[config.mk]
export PLATFORM = sky130hd
export DESIGN_NAME = alu_writeback
export DESIGN_NICKNAME = d
export VERILOG_FILES = /design/src/rtl/alu_writeback.sv
export SDC_FILE = /design/constraint.sdc
export NUM_CORES = 1
export LEC_CHECK = 0
export BUFFER_PORTS_ARGS = -buffer_cell sky130_fd_sc_hd__buf_2
export CAP_MARGIN = 20
export CELL_PAD_IN_SITES_DETAIL_PLACEMENT = 1
export CELL_PAD_IN_SITES_GLOBAL_PLACEMENT = 2
export CORE_ASPECT_RATIO = 2
export CORE_MARGIN = 8
export CORE_UTILIZATION = 35
export CTS_CLUSTER_DIAMETER = 40
export DETAILED_ROUTE_END_ITERATION = 16
export PLACE_DENSITY_LB_ADDON = 0.3
export RECOVER_POWER = 100
export SLEW_MARGIN = 40
export SYNTH_ARGS = -nofsm -noshare
export SYNTH_HDL_FRONTEND = slang
export SYNTH_SLANG_ARGS = --single-unit
[constraint.sdc]
create_clock -name clk -period 2.3 [get_ports clk]
set_input_delay 0.23 -clock clk [delete_from_list [all_inputs] [get_ports clk]]
set_output_delay 0.23 -clock clk [all_outputs]
set_load 0.01 [all_outputs]
[src/rtl/alu_writeback.sv]
// Write-back consumer for the ALU execute stage: 2-entry result FIFO, register-file commit,
// condition-code register, branch-condition evaluation and a per-register pending mask.
// Optional: define WB_FLAG_BYPASS_EN so cond_true sees the flags of the commit in flight.
module alu_writeback #(
    parameter int DATA_W = 16,
    parameter int REG_AW = 3,
    parameter int DEPTH  = 2
) (
    input  logic                 clk,
    input  logic                 rst_n,
    input  logic                 ex_valid,
    output logic                 ex_ready,
    input  logic [2:0]           ex_op,
    input  logic [REG_AW-1:0]    ex_rd,
    input  logic [DATA_W-1:0]    ex_result,
    input  logic [3:0]           ex_flags,
    input  logic                 rf_ready,
    output logic                 rf_we,
    output logic [REG_AW-1:0]    rf_waddr,
    output logic [DATA_W-1:0]    rf_wdata,
    output logic [3:0]           ccr,
    input  logic [2:0]           cond_sel,
    output logic                 cond_true,
    output logic [2**REG_AW-1:0] busy_mask
);

    localparam int AW = (DEPTH > 1) ? $clog2(DEPTH) : 1;
    localparam logic [AW-1:0] PTR_ONE  = AW'(1);
    localparam logic [AW:0]   CNT_ONE  = (AW+1)'(1);
    localparam logic [AW:0]   CNT_FULL = (AW+1)'(DEPTH);

    localparam logic [2:0] OP_ADD    = 3'b000;
    localparam logic [2:0] OP_INVERT = 3'b001;

    logic [REG_AW-1:0] mem_rd    [DEPTH];
    logic [DATA_W-1:0] mem_data  [DEPTH];
    logic [3:0]        mem_flags [DEPTH];
    logic              mem_inv   [DEPTH];
    logic [DEPTH-1:0]  vld;

    logic [AW-1:0] wr_ptr;
    logic [AW-1:0] rd_ptr;
    logic [AW:0]   count;
    logic          full;
    logic          empty;
    logic          push;
    logic          pop;
    logic [3:0]    ccr_next;

    assign full     = (count == CNT_FULL);
    assign empty    = (count == '0);
    assign ex_ready = !full;

    // NOP and reserved ops complete the handshake but are dropped here.
    assign push = ex_valid && ex_ready && (ex_op == OP_ADD || ex_op == OP_INVERT);
    assign pop  = rf_we;

    assign rf_we    = !empty && rf_ready;
    assign rf_waddr = mem_rd[rd_ptr];
    assign rf_wdata = mem_data[rd_ptr];

    always_ff @(posedge clk) begin
        if (push) begin
            mem_rd[wr_ptr]    <= ex_rd;
            mem_data[wr_ptr]  <= ex_result;
            mem_flags[wr_ptr] <= ex_flags;
            mem_inv[wr_ptr]   <= (ex_op == OP_INVERT);
        end
    end

    always_ff @(posedge clk or negedge rst_n) begin
        if (!rst_n) begin
            wr_ptr <= '0;
            rd_ptr <= '0;
            count  <= '0;
            vld    <= '0;
        end else begin
            if (push) begin
                wr_ptr      <= wr_ptr + PTR_ONE;
                vld[wr_ptr] <= 1'b1;
            end
            if (pop) begin
                rd_ptr      <= rd_ptr + PTR_ONE;
                vld[rd_ptr] <= 1'b0;
            end
            case ({push, pop})
                2'b10:   count <= count + CNT_ONE;
                2'b01:   count <= count - CNT_ONE;
                default: count <= count;
            endcase
        end
    end

    // INVERT only owns the Z flag; C, N and V survive it.
    always_comb begin
        ccr_next = ccr;
        if (mem_inv[rd_ptr]) begin
            ccr_next[1] = mem_flags[rd_ptr][1];
        end else begin
            ccr_next = mem_flags[rd_ptr];
        end
    end

    always_ff @(posedge clk or negedge rst_n) begin
        if (!rst_n) begin
            ccr <= '0;
        end else if (pop) begin
            ccr <= ccr_next;
        end
    end

    function automatic logic eval_cond(input logic [3:0] f, input logic [2:0] sel);
        logic r;
        case (sel)
            3'b000:  r = 1'b1;
            3'b001:  r = f[1];
            3'b010:  r = f[0];
            3'b011:  r = f[2];
            3'b100:  r = f[3];
            3'b101:  r = !f[1];
            3'b110:  r = !f[0];
            default: r = !f[2];
        endcase
        return r;
    endfunction

`ifdef WB_FLAG_BYPASS_EN
    assign cond_true = eval_cond(rf_we ? ccr_next : ccr, cond_sel);
`else
    assign cond_true = eval_cond(ccr, cond_sel);
`endif

    always_comb begin
        busy_mask = '0;
        for (int i = 0; i < DEPTH; i++) begin
            if (vld[i]) begin
                busy_mask[mem_rd[i]] = 1'b1;
            end
        end
    end

endmodule

### Word level (Yosys, flattened, before mapping)

Memories as Yosys holds them, arrays and structs flattened.
Index checks and enable logic that the tools add are counted.

| storage, ports and cells | value |
|---|---|
| memories kept | 4 |
| register bits after elaboration | 10 |
| bits in writable memories | 48 |
| bits of input ports | 33 |
| word-level logic and storage cells | 71 |

| cells by class | value |
|---|---|
| reduce and logical (&&, ||, !) cells | 18 |
| mux-type cells | 16 |
| bitwise logic cells | 5 |
| add/subtract/negate cells | 4 |
| $lt $le $gt $ge | 8 |
| eq/ne operators | 10 |

Memories:

| memory | depth | width | read ports | clocked after Yosys merged registers in | wr ports | line | source |
|---|---|---|---|---|---|---|---|
| mem_data | 2 | 16 | 1 | 0 | 1 | 36 | `logic [DATA_W-1:0] mem_data [DEPTH];` |
| mem_flags | 2 | 4 | 1 | 0 | 1 | 37 | `logic [3:0] mem_flags [DEPTH];` |
| mem_rd | 2 | 3 | 3 | 0 | 1 | 35 | `logic [REG_AW-1:0] mem_rd [DEPTH];` |
| mem_inv | 2 | 1 | 1 | 0 | 1 | 38 | `logic mem_inv [DEPTH];` |

Operator list:

| operator | count |
|---|---|
| $mux W8 | 2 |
| $eq A3 B3 Y1 const B | 3 |
| $lt A3 B4 Y1 const B | 2 |
| $or A8 B8 Y8 | 1 |
| $logic_and A1 B1 Y1 | 7 |
| $pmux W1 S7 | 1 |
| $demux W1 S3 | 2 |
| $eq A3 B1 Y1 const B | 2 |
| $eq A3 B2 Y1 const B | 2 |
| $ge A3 B1 Y1 const B | 2 |
| $logic_not A3 Y1 | 2 |
| $mux W1 | 6 |
| $logic_not A1 Y1 | 5 |
| $eq A2 B2 Y1 const B | 2 |
| $lt A1 B2 Y1 const B | 2 |
| $mux W2 | 2 |
| $pmux W2 S2 | 1 |
| $add A1 B1 Y1 const B | 2 |
| $add A2 B1 Y2 const B | 1 |
| $and A2 B2 Y2 | 1 |
| $demux W1 S1 | 2 |
| $eq A2 B1 Y1 const B | 1 |
| $ge A1 B1 Y1 const B | 2 |
| $logic_not A2 Y1 | 1 |
| 7 further kinds | 7 |

### Longest topological paths before layout

| depth | value |
|---|---|
| depth after elaboration | 8 |
| gate-level depth with buffers | 7 |
| depth with buffers taken out | 7 |

### Worst setup path after synthesis

Ideal clock, no wire load.

| path | value |
|---|---|
| path kind | register to register |
| from | register count[1] |
| to | memory mem_data[1][0], enable pin |
| library setup time | 403 ps |
| period minus slack after synthesis | 2033 ps |
| path slack | 267 ps |
| arrival time | 1630 ps |
| stages on the path, launching flop included | 3 |
| cells stage by stage | dfrtp_1 -> nor2b_2 -> nor3_2 |

| between the ends | value |
|---|---|
| cells in the longest elaborated chain, start to end | 6 |

RTL lines:

| element | line | source |
|---|---|---|
| start: declaration | 43 | `logic [AW:0] count;` |
| start signal: assignment | 87 | `2'b10: count <= count + CNT_ONE;` |
| start signal: assignment | 88 | `2'b01: count <= count - CNT_ONE;` |
| start signal: assignment | 89 | `default: count <= count;` |
| $eq A2 B2 Y1 | 50 | `assign full = (count == CNT_FULL);` |
| $logic_not A1 Y1 | 52 | `assign ex_ready = !full;` |
| $logic_and A1 B1 Y1 (2 in series) | 55 | `assign push = ex_valid && ex_ready && (ex_op == OP_ADD \|\| ex_op == OP_INVERT);` |
| $mux W1 | 63 | `if (push) begin` |
| $mux W1 (not written as such) | 65 | `mem_data[wr_ptr] <= ex_result;` |
| end: declaration | 36 |  |

No other way between the ends.

### Final worst setup path

| path | value |
|---|---|
| from | register rd_ptr |
| to | output port rf_wdata[15] |

| between the ends | value |
|---|---|
| cells in the longest elaborated chain, start to end | 1 |

RTL lines:

| element | line | source |
|---|---|---|
| start: declaration | 42 | `logic [AW-1:0] rd_ptr;` |
| start signal: assignment | 83 | `rd_ptr <= rd_ptr + PTR_ONE;` |
| $mem_v2 Z2 W16 | - |  |
| end: declaration | 20 | `output logic [DATA_W-1:0] rf_wdata,` |

No other way between the ends.

==> metrics.cfg <==
[run_status]
run_status = finished clean

[global_routing]
grt_max_degree = 26
grt.busiest_layer = met2
grtUsageTotal_pct = 11.5
gr-usage-met1_pct = 10.1
grt_overflow = 0
antenna_found_initial = 0
grt_pass1_wl_um = 8310
first_global_vias = 1734
use_met2_pct = 20.3
use_met3_pct = 4.69

[cells_and_area]
mostFrequentLayoutCell = edfxtp_1
areaGrowthSynthToFinish_pct = 27.1
nFillCells = 712
antenna_cells = 0
layout-drive-gt1-share_pct = 26.6
nets = 251
utilization_pct = 45.9
mostFrequentLayoutCells = edfxtp_1 (48), clkbuf_1 (46), buf_2 (21)
multiInputGateArea_um2 = 633
area.sequential_um2 = 1690

[job]
drv_cap = 0

[pwr]
p_leak_nw = 1.07
p_per_area_nw_per_um2 = 1140
vdd_drop_max_mv = 0.812

[sta]
max_freq_mhz = 522
rsz0062_at_grt = no
setup_viol = 0
min_period_over_period_pct = 83.3
fin_tns_setup_ns = 0
drv_slew = 0
worstMarginPinSlew_ns = 0.674
finalCriticalPeriod_ns = 1.92
max-slew-margin-rel_pct = 55.1
hold_viol_final = 0
timing.final.ws_setup_ns = 0.384
fin_worst_skew_ns = 0.00465

[clock_network]
clk_pin_slew_ns = 0.05
cts_max_path_buffers = 2
htreeDepth = 3
cts_inserted_buffers = 9
cts_tree = built
root_buffer = clkbuf_16
clock-sinks = 58
clk-insertion-delay-late_ns = 0.32

[critical_path]
critPathKind = reg -> out
cp_data_required_time_ns = 2.07
startpoint_type = register
cp_slowest_stage_delay_ns = 0.66
endpoint_kind = primary output
rr_startpoint = count[1]$_DFFE_PN0P_
reg2reg_to = mem_data[0][1]$_DFFE_PP_
arrival_ns = 1.69
r2r_setup_slack_ns = 0.47
crit_path_cell_trace = buf_12 -> mux2_2 -> clkbuf_1
cpMaxStageDelayCell = dfrtp_1
cp_max_fo = 17
reg2reg_depth = 3

[synthesis]
postSynthCellCount = 139
syn_nets = 173
seq_area_frac_synth_pct = 71.3
ys_ff_latch = 58
postSynthAreaPerCell_um2 = 17.1
yosysWarningCount = 0
synth_area_um2 = 2370
synth.distinct_cells = 35

[die]
die_h_um = 132
ios = 67
core_um2 = 6570
die_area_um2 = 9830
die_w_um = 74.2
initial_core_util_pct = 36.1
core.rowCount = 42

[detailed_routing]
route.vias.total = 1480
drt_pass1_iterations = 4
routed_via_density = 4.77
ant_nets = 0
drt-total-wl_um = 5200
drc_errors = 0
wl_per_cell_um = 16.8
first_iter_violations = 48

[min_path]
min_from = ex_result[3]
hold_end = mem_data[1][3]$_DFFE_PP_
hold_class = in -> reg
hold-path-cell-count = 1

[place]
gp_congestion = 0.818
hpwl_um = 4020
port_buffers = 66
dpl_worst_slack_ns = 0.629

stage by stage:
step	instance area [um2]	cells	hold slack, ns	power, mW
6_report	3020	310	0.0995	3.43
5_1_grt	3020	310	0.0852	3.61
4_1_cts	3100	310	0.0833	3.56
3_5_place_dp	2840	293	0.102	2.43
3_3_place_gp	2840	293	0.0998	2.38
2_1_floorplan	2370	139	-0.0656	2.06
Yosys cell counts (all sizes together):
cell type | count | area [um2]
mux4 | 1 | 22.5
o32ai | 2 | 17.5
dfrtp | 10 | 250
xor2 | 1 | 8.76
mux2 | 19 | 214
xnor2 | 4 | 35.0
nor2 | 2 | 7.51
nand2b | 6 | 37.5
and2 | 1 | 6.26
mux2i | 6 | 72.6
o22ai | 5 | 31.3
a211o | 1 | 8.76
ha | 1 | 12.5
a31oi | 3 | 18.8
or2 | 1 | 6.26
nand2 | 6 | 22.5
nor3 | 1 | 10.0
o21ai | 3 | 18.8
o31ai | 1 | 7.51
nor2b | 1 | 8.76
a21oi | 3 | 15.0
or3 | 1 | 6.26
nor3b | 1 | 7.51
o22a | 1 | 8.76
edfxtp | 48 | 1440
nor4b | 1 | 23.8
buf | 3 | 20.0
nand3 | 1 | 10.0
a2bb2oi | 1 | 8.76
inv | 4 | 15.0
worst max-delay path: cells and delay by family (launching register included):
kind                   cells  cell delay [ns]
muxes                      1             0.35
DFF                        1             0.66
buffers and inverters      2             0.36
worst max-delay path by stage:
stage | cells past startpoint | slack, ns | end | from
5_1_grt | 3 | 0.30 | rf_wdata[0] | rd_ptr$_DFFE_PN0P_
3_3_place_gp | 5 | 0.70 | count[1]$_DFFE_PN0P_ | count[0]$_DFFE_PN0P_
3_5_place_dp | 5 | 0.63 | count[1]$_DFFE_PN0P_ | count[0]$_DFFE_PN0P_
4_1_cts | 3 | 0.34 | rf_wdata[0] | rd_ptr$_DFFE_PN0P_
6_report | 3 | 0.38 | rf_wdata[15] | rd_ptr$_DFFE_PN0P_
2_1_floorplan | 2 | 0.27 | mem_data[1][0]$_DFFE_PP_ | count[1]$_DFFE_PN0P_
repair_timing:
| action | in CTS | in global routing |
|---|---|---|
| endpoints found under the hold margin | 10 | 0 |
| gates resized for setup | 0 | 0 |
| hold buffers | 1 | 0 |
| setup buffers | 0 | 0 |
per-layer routing:
metal / part of all wire, % / vias to the layer above
li1: - / 694
met1: 35 / 716
met2: 55 / 56
met3: 7.6 / 14
met4: 2.8 / 0
met5: 0 / -
cells by family (layout without fill, tap and decap cells):
kind of cell,after synthesis,count (layout),share of synthesized area [%]
mux,26,26,13.0
flops,58,58,71.3
xor+xnor,5,5,1.84
simple gates,22,22,6.17
compound gates,20,20,5.69
fa+ha+maj,1,1,0.527
buf+inv,7,90,1.48
final cells by class:
| type | instances | area share [%] |
|---|---|---|
| Inverter | 4 | 0.498 |
| Timing Repair Buffer | 70 | 10.4 |
| Clock buffer | 11 | 7.71 |
| Sequential cell | 58 | 56.1 |
| Tap cell | 88 | 3.65 |
| Clock inverter | 5 | 0.705 |
| Multi-Input combinational cell | 74 | 21.0 |
registers in the layout, summed over array words and instances, names as in the netlist:
name and flops:
ccr 4, count 2, mem_data 32, mem_flags 8
mem_inv 2, mem_rd 6, rd_ptr 1, vld 2
wr_ptr 1
power breakdown:
group	switching, mW	internal [mW]	leakage, nW	total, mW
registers	0.146	1.30	0.554	1.44
clock network	0.394	0.709	0.126	1.10
logic	0.470	0.411	0.395	0.881
total	1.01	2.42	1.07	3.43
(Power assumes the default switching activity.)
